### config.mk
export PLATFORM = sky130hd
export DESIGN_NAME = cond_sum_pipe_adder_flat
export DESIGN_NICKNAME = d
export VERILOG_FILES = /design/src/rtl/cond_sum_pkg.sv /design/src/rtl/cond_sum_pipe_adder_if.sv /design/src/rtl/cond_sum_chunk.sv /design/src/rtl/cond_sum_pipe_adder.sv /design/src/flat_wrapper.sv
export SDC_FILE = /design/constraint.sdc
export NUM_CORES = 1
export LEC_CHECK = 0
export BUFFER_PORTS_ARGS = -buffer_cell sky130_fd_sc_hd__buf_2
export CAP_MARGIN = 5
export CORE_ASPECT_RATIO = 0.7
export CORE_MARGIN = 2
export CORE_UTILIZATION = 55
export CTS_BUF_LIST = sky130_fd_sc_hd__clkbuf_8
export DETAILED_ROUTE_END_ITERATION = 10
export PLACE_DENSITY_LB_ADDON = 0.25
export SLEW_MARGIN = 10
export SYNTH_ARGS = -nofsm -noshare
export SYNTH_HDL_FRONTEND = slang
export SYNTH_SLANG_ARGS = --single-unit
### constraint.sdc
create_clock -name clk -period 3.15 [get_ports clk]
set_clock_uncertainty 0.15 [all_clocks]
set_input_delay 0 -clock clk [delete_from_list [all_inputs] [get_ports clk]]
set_output_delay 0 -clock clk [all_outputs]
set_load 0.1 [all_outputs]
### src/rtl/cond_sum_pkg.sv
// Shared types and elaboration helpers for the pipelined conditional-sum adder.
package cond_sum_pkg;

  typedef enum logic {
    OP_ADD = 1'b0,
    OP_SUB = 1'b1
  } op_e;

  // Bits resolved per pipeline stage.
  function automatic int unsigned chunk_width(input int unsigned width, input int unsigned stages);
    return (stages == 0) ? width : width / stages;
  endfunction

  // Legal when the operand splits into STAGES equal, non-empty chunks.
  function automatic bit width_ok(input int unsigned width, input int unsigned stages);
    return (stages >= 1) && (stages <= width) && ((width % stages) == 0);
  endfunction

endpackage

### src/rtl/cond_sum_pipe_adder_if.sv
// Request/result handshake bundle for cond_sum_pipe_adder.
interface cond_sum_pipe_adder_if #(
   parameter int unsigned WIDTH = 64,
   parameter int unsigned TAG_W = 4
);
   logic             in_valid;
   logic             in_ready;
   logic [WIDTH-1:0] in_a;
   logic [WIDTH-1:0] in_b;
   logic             in_cin;
   logic             in_sub;
   logic [TAG_W-1:0] in_tag;
   logic             out_valid;
   logic             out_ready;
   logic [WIDTH-1:0] out_sum;
   logic             out_cout;
   logic             out_ovf;
   logic [TAG_W-1:0] out_tag;

   modport master (
      output in_valid, in_a, in_b, in_cin, in_sub, in_tag, out_ready,
      input  in_ready, out_valid, out_sum, out_cout, out_ovf, out_tag
   );

   modport slave (
      input  in_valid, in_a, in_b, in_cin, in_sub, in_tag, out_ready,
      output in_ready, out_valid, out_sum, out_cout, out_ovf, out_tag
   );
endinterface

### src/rtl/cond_sum_chunk.sv
// Dual-carry chunk adder: both carry-in hypotheses computed, then selected.
module cond_sum_chunk #(
   parameter int unsigned CW = 16
) (
   input  logic [CW-1:0] a,
   input  logic [CW-1:0] b,
   input  logic          cin_sel,
   output logic [CW-1:0] sum,
   output logic          cout
);
   logic [CW:0] sum0;
   logic [CW:0] sum1;

   assign sum0 = {1'b0, a} + {1'b0, b};
   assign sum1 = {1'b0, a} + {1'b0, b} + (CW+1)'(1);

   assign {cout, sum} = cin_sel ? sum1 : sum0;
endmodule

### src/rtl/cond_sum_pipe_adder.sv
// Pipelined conditional-sum adder/subtractor: one chunk per stage, carry and
// unresolved operand chunks skewed forward, valid/ready backpressure per stage.
module cond_sum_pipe_adder
   import cond_sum_pkg::*;
#(
   parameter int unsigned WIDTH  = 64,
   parameter int unsigned STAGES = 4,
   parameter int unsigned TAG_W  = 4
) (
   input logic                  clk,
   input logic                  rst_n,
   cond_sum_pipe_adder_if.slave bus
);
   localparam int unsigned CW = chunk_width(WIDTH, STAGES);

   if (!width_ok(WIDTH, STAGES)) begin : g_cfg_err
      $error("cond_sum_pipe_adder: WIDTH must be a non-zero multiple of STAGES");
   end

   for (genvar k = 0; k < STAGES; k++) begin : g_st
      // RW: operand bits still unresolved entering this stage; SW: result bits after it.
      localparam int unsigned RW = WIDTH - k * CW;
      localparam int unsigned SW = (k + 1) * CW;

      logic             v_q;
      logic             c_q;
      logic             ld;
      logic [SW-1:0]    s_q;
      logic [TAG_W-1:0] t_q;

      logic             v_d;
      logic             c_d;
      logic [RW-1:0]    a_d;
      logic [RW-1:0]    b_d;
      logic [SW-1:0]    s_nx;
      logic [TAG_W-1:0] t_d;
      logic [CW-1:0]    ch_sum;
      logic             ch_cout;

      cond_sum_chunk #(.CW(CW)) u_chunk (
         .a       (a_d[CW-1:0]),
         .b       (b_d[CW-1:0]),
         .cin_sel (c_d),
         .sum     (ch_sum),
         .cout    (ch_cout)
      );

      if (k == 0) begin : g_head
         op_e op;
         assign op   = op_e'(bus.in_sub);
         assign v_d  = bus.in_valid;
         assign a_d  = bus.in_a;
         assign b_d  = (op == OP_SUB) ? ~bus.in_b : bus.in_b;
         assign c_d  = (op == OP_SUB) ? 1'b1 : bus.in_cin;
         assign t_d  = bus.in_tag;
         assign s_nx = ch_sum;
      end else begin : g_body
         assign v_d  = g_st[k-1].v_q;
         assign a_d  = g_st[k-1].g_mid.a_q;
         assign b_d  = g_st[k-1].g_mid.b_q;
         assign c_d  = g_st[k-1].c_q;
         assign t_d  = g_st[k-1].t_q;
         assign s_nx = {ch_sum, g_st[k-1].s_q};
      end

      // Stage register: loads when empty or when its contents move on.
      always_ff @(posedge clk or negedge rst_n) begin
         if (!rst_n) begin
            v_q <= 1'b0;
            c_q <= 1'b0;
            s_q <= '0;
            t_q <= '0;
         end else if (ld) begin
            v_q <= v_d;
            c_q <= ch_cout;
            s_q <= s_nx;
            t_q <= t_d;
         end
      end

      if (k < STAGES - 1) begin : g_mid
         logic [RW-CW-1:0] a_q;
         logic [RW-CW-1:0] b_q;

         assign ld = !v_q || g_st[k+1].ld;

         always_ff @(posedge clk or negedge rst_n) begin
            if (!rst_n) begin
               a_q <= '0;
               b_q <= '0;
            end else if (ld) begin
               a_q <= a_d[RW-1:CW];
               b_q <= b_d[RW-1:CW];
            end
         end
      end else begin : g_last
         logic ovf_q;

         assign ld = !v_q || bus.out_ready;

         // Top chunk holds the operand MSBs, so overflow resolves here.
         always_ff @(posedge clk or negedge rst_n) begin
            if (!rst_n) begin
               ovf_q <= 1'b0;
            end else if (ld) begin
               ovf_q <= (a_d[CW-1] == b_d[CW-1]) && (ch_sum[CW-1] != a_d[CW-1]);
            end
         end

         assign bus.out_valid = v_q;
         assign bus.out_sum   = s_q;
         assign bus.out_cout  = c_q;
         assign bus.out_ovf   = ovf_q;
         assign bus.out_tag   = t_q;
      end
   end

   assign bus.in_ready = g_st[0].ld;
endmodule

### src/flat_wrapper.sv
// flat-port wrapper written by rule: the top's interface ports become plain ports
module cond_sum_pipe_adder_flat import cond_sum_pkg::*;
#(
   parameter int unsigned WIDTH  = 64,
   parameter int unsigned STAGES = 4,
   parameter int unsigned TAG_W  = 4
)
  (clk, rst_n, bus_in_valid, bus_in_a, bus_in_b, bus_in_cin, bus_in_sub, bus_in_tag, bus_out_ready, bus_in_ready, bus_out_valid, bus_out_sum, bus_out_cout, bus_out_ovf, bus_out_tag);
  cond_sum_pipe_adder_if #(.WIDTH(WIDTH), .TAG_W(TAG_W)) bus_i ();
  input logic clk;
  input logic rst_n;
  input wire logic [$bits(bus_i.in_valid)-1:0] bus_in_valid;
  input wire logic [$bits(bus_i.in_a)-1:0] bus_in_a;
  input wire logic [$bits(bus_i.in_b)-1:0] bus_in_b;
  input wire logic [$bits(bus_i.in_cin)-1:0] bus_in_cin;
  input wire logic [$bits(bus_i.in_sub)-1:0] bus_in_sub;
  input wire logic [$bits(bus_i.in_tag)-1:0] bus_in_tag;
  input wire logic [$bits(bus_i.out_ready)-1:0] bus_out_ready;
  output wire logic [$bits(bus_i.in_ready)-1:0] bus_in_ready;
  output wire logic [$bits(bus_i.out_valid)-1:0] bus_out_valid;
  output wire logic [$bits(bus_i.out_sum)-1:0] bus_out_sum;
  output wire logic [$bits(bus_i.out_cout)-1:0] bus_out_cout;
  output wire logic [$bits(bus_i.out_ovf)-1:0] bus_out_ovf;
  output wire logic [$bits(bus_i.out_tag)-1:0] bus_out_tag;
  assign bus_i.in_valid = bus_in_valid;
  assign bus_i.in_a = bus_in_a;
  assign bus_i.in_b = bus_in_b;
  assign bus_i.in_cin = bus_in_cin;
  assign bus_i.in_sub = bus_in_sub;
  assign bus_i.in_tag = bus_in_tag;
  assign bus_i.out_ready = bus_out_ready;
  assign bus_in_ready = bus_i.in_ready;
  assign bus_out_valid = bus_i.out_valid;
  assign bus_out_sum = bus_i.out_sum;
  assign bus_out_cout = bus_i.out_cout;
  assign bus_out_ovf = bus_i.out_ovf;
  assign bus_out_tag = bus_i.out_tag;
  cond_sum_pipe_adder #(.WIDTH(WIDTH), .STAGES(STAGES), .TAG_W(TAG_W)) u_core (.clk(clk), .rst_n(rst_n), .bus(bus_i));
endmodule
==> impl_results.md <==
* LEAKAGE at 11.2 nW
* Clock root buffer: clkbuf_8
* Top cells by area, synth: dfrtp_1, mux2_2, nand2_1
* Max Slew Vio Count at 0
* Reg area at 9430 um2
* Layout cells sized above 1 at 28.8%
* CP max FO at 2
* Crit path launch type: register
* Min-delay worst type: in -> reg
* First-pass GRT wire length at 76200 um
* Area growth syn-to-layout at 26.6%
* CP peak stage delay at 510 ps
* Worst path slowest cell: or4_4
* Syn Inst Count at 1877
* Die width at 228 um
* Layout Utilization at 70.6%
* Avg Inst Size Synth at 10.3 um2
* Post-synth top area cell: dfrtp_1
* DRC viols at 0
* MaxCap Viol Count at 0
* Slew margin rel. at 45.2%
* H-tree depth at 2
* RSZ-0062 raised after global routing: yes
* Synth top area share at 48.8%
* Worst path arrival time at 3530 ps
* Antenna Violating Nets Remaining at 0
* Total die area at 36700 um2
* Die Y at 161 um
* Post-DP HPWL at 29400 um
* CP required at 3490 ps
* WL per Instance at 16.4 um
* Ys flop type: dfrtp_1
* Total gr overflow at 0
* Placed cells at 2563
* Worst Tran Pin Value at 822 ps
* WL final at 46200 um
* Initial antenna violation count at 2
* Fin Hold WS at 32.1 ps
* Rows at 57
* Via count at 15400
* Initial DRC count at 1022
* CTS clk-pin slew, worst paths at 70 ps
* Seq cells post-synth at 377
* Violated checks: negative setup slack
* Tmin final at 3190 ps
* Non-filler cells, final at 2823
* Initial Utilization at 55.8%
* Placer Congestion at 0.864
* Clock buffer count from CTS at 55
* Post-synth ARST share at 100%
* Footprint of the multi-input gates at 9780 um2
* IO buf count at 209
* Setup ws final at -39.3 ps
* Setup Viol. Count Final at 2
* Critical Path Sink Type: register
* Seq/Total Area, Yosys at 48.8%
* TritonCTS clock tree: yes
* Largest net degree at the start of global routing at 110
* Crit Path Category: reg -> reg
* Synthesized Nets at 2087
* DR vias/cell at 5.44
* Peak supply drop at 0.000910 V
* Final period util at 101%
* Sink Count at 377
* Total GRT Usage at 25.1%
* Hold Vio Cnt, Final at 0
* Clk_lat worst skew at 590 ps
* Core area at 34700 um2
* Synth warn at 0
* Post-Syn Area at 19300 um2
* Number of flops mapped to enable cells by yosys at 0
* CP Cell Sequence: ha_2, buf_4, a211oi_4, o211ai_1, and2_4, or4_4, a311oi_4, nand3_4, nor3_4, xnor3_1, o31ai_2
* Boundary Pins at 210
* Nets at 2514
* Number of global-route vias before repair at 15500
* Status: complete, but fails checks
* Drt pass-1 iters at 5
* Pwr dens at 905 nW/um2
* Longest Clk Path Bufs at 3
* Fmax at 0.314 GHz
* Count of cell types in the netlist at 87
* Filler cell count at 2550
routing by layer:
layer	GRT usage, %	share of wire (%)
met3	4.33	4.3
met4	8.47	2.7
met2	41.1	47
met1	34.2	46
met5	0	0
per-stage QoR:
| stage | power (mW) | worst slack, ps | TNS [ps] | instance area [um2] |
|---|---|---|---|---|
| after floorplan | 15.1 | -42.7 | -50.2 | 19400 |
| after global placement | 17.2 | -85.4 | -270 | 21400 |
| after detailed placement | 17.5 | -219 | -1340 | 21400 |
| after CTS | 21.8 | -101 | -279 | 24000 |
| after global routing | 23.4 | -202 | -1200 | 24500 |
| final | 22.1 | -39.3 | -72.4 | 24500 |
what timing repair did:
item | in CTS | in global routing
hold buffers | 136 | 0
pin swaps | 17 | 36
setup buffers | 6 | 14
setup endpoints to repair | 13 | 25
hold endpoints to repair | 521 | 0
gates resized for setup | 10 | 71
state kept, by name, summed over array words and instances, names as in the netlist:
name / flops
u_core.bus.out_cout: 1
u_core.bus.out_ovf: 1
u_core.bus.out_sum: 64
u_core.bus.out_tag: 4
u_core.bus.out_valid: 1
u_core.g_st.c_q: 3
u_core.g_st.g_mid.a_q: 96
u_core.g_st.g_mid.b_q: 96
u_core.g_st.s_q: 96
u_core.g_st.t_q: 12
u_core.g_st.v_q: 3
power by group:
| group | switching [mW] | total, mW | internal [mW] |
|---|---|---|---|
| Clock | 1.85 | 4.00 | 2.15 |
| Sequential | 0.869 | 7.19 | 6.32 |
| Combinational | 7.20 | 10.9 | 3.74 |
| Total | 9.93 | 22.1 | 12.2 |
cells by family after synthesis:
group / after synthesis / synth area share (%)
simple gates: 628 / 14.1
flops: 377 / 48.8
compound gates: 327 / 11.2
mux: 181 / 10.5
xor+xnor: 168 / 7.78
buf+inv: 123 / 2.72
fa+ha+maj: 73 / 4.87
cells in the mapped netlist (all sizes together), types with 5 or more instances:
master	instances
buf	15
nor2	144
o21a	15
ha	68
o211ai	13
xor2	54
nand2	338
mux2	174
a41oi	5
and2	9
and3	13
xnor2	113
dfrtp	377
a211oi	14
nor3	30
nand3	27
a221oi	6
nand4	13
a31oi	5
nand2b	9
o21ai	66
nor2b	12
a2111oi	9
o21bai	7
mux2i	7
and4	6
a211o	5
a21oi	125
a21o	21
clkbuf	76
inv	32
worst paths after layout:
kind	startpoint	end	slack, ps	cells after the start
worst max-delay path	u_core.g_st[2].g_mid.a_q[0]	u_core.bus.out_ovf	-40	11
worst min-delay path	bus_in_a[30]	u_core.g_st[0].g_mid.a_q[14]	30	3
worst max register to register	u_core.g_st[2].g_mid.a_q[0]	u_core.bus.out_ovf	-40	11
worst min register to register	u_core.g_st[1].s_q[13]	u_core.g_st[1].s_q[13]	310	2
max in group asynchronous	rst_n	u_core.g_st[1].s_q[16]	1960	4
min in group asynchronous	rst_n	u_core.g_st[0].g_mid.a_q[13]	480	4
final cells by class:
type | instances | share of cell area [%]
clock buffers | 70 | 3.94
flip-flops and latches | 377 | 38.5
well taps | 472 | 2.41
diodes | 3 | 0.0307
repair buffers | 461 | 13.9
clock inverters | 31 | 0.716
inverters | 32 | 0.491
multi-input cells | 1377 | 39.9
worst max-delay path: cells and delay by family, from the launching register on:
kind | cells | cell delay (ps)
flip-flops | 1 | 400
AO/OA/AOI/OAI | 4 | 940
buffers and inverters | 1 | 140
adder cells (fa/ha/maj) | 1 | 200
AND/OR/NAND/NOR | 4 | 1000
XOR/XNOR | 1 | 260
cells in the final DEF (no fill, tap or decap), types with 7 or more instances in the layout:
master	instances
clkbuf_8	70
nand2_1	330
and2_1	7
dfrtp_1	377
nand2b_1	9
buf_2	207
o211ai_1	13
o21bai_1	7
mux2_2	173
inv_1	52
buf_12	7
o21ai_0	48
o21ai_1	15
buf_4	107
xor2_1	50
dlygate4sd3_1	135
a21o_1	21
nand4_1	13
nor3_1	27
ha_1	62
a211oi_1	10
a21oi_1	118
mux2i_1	7
and3_1	11
nor2b_1	9
xnor2_1	110
o21a_1	14
nor2_1	140
nand3_1	23
No activity file was read; power rests on OpenSTA's default activity.
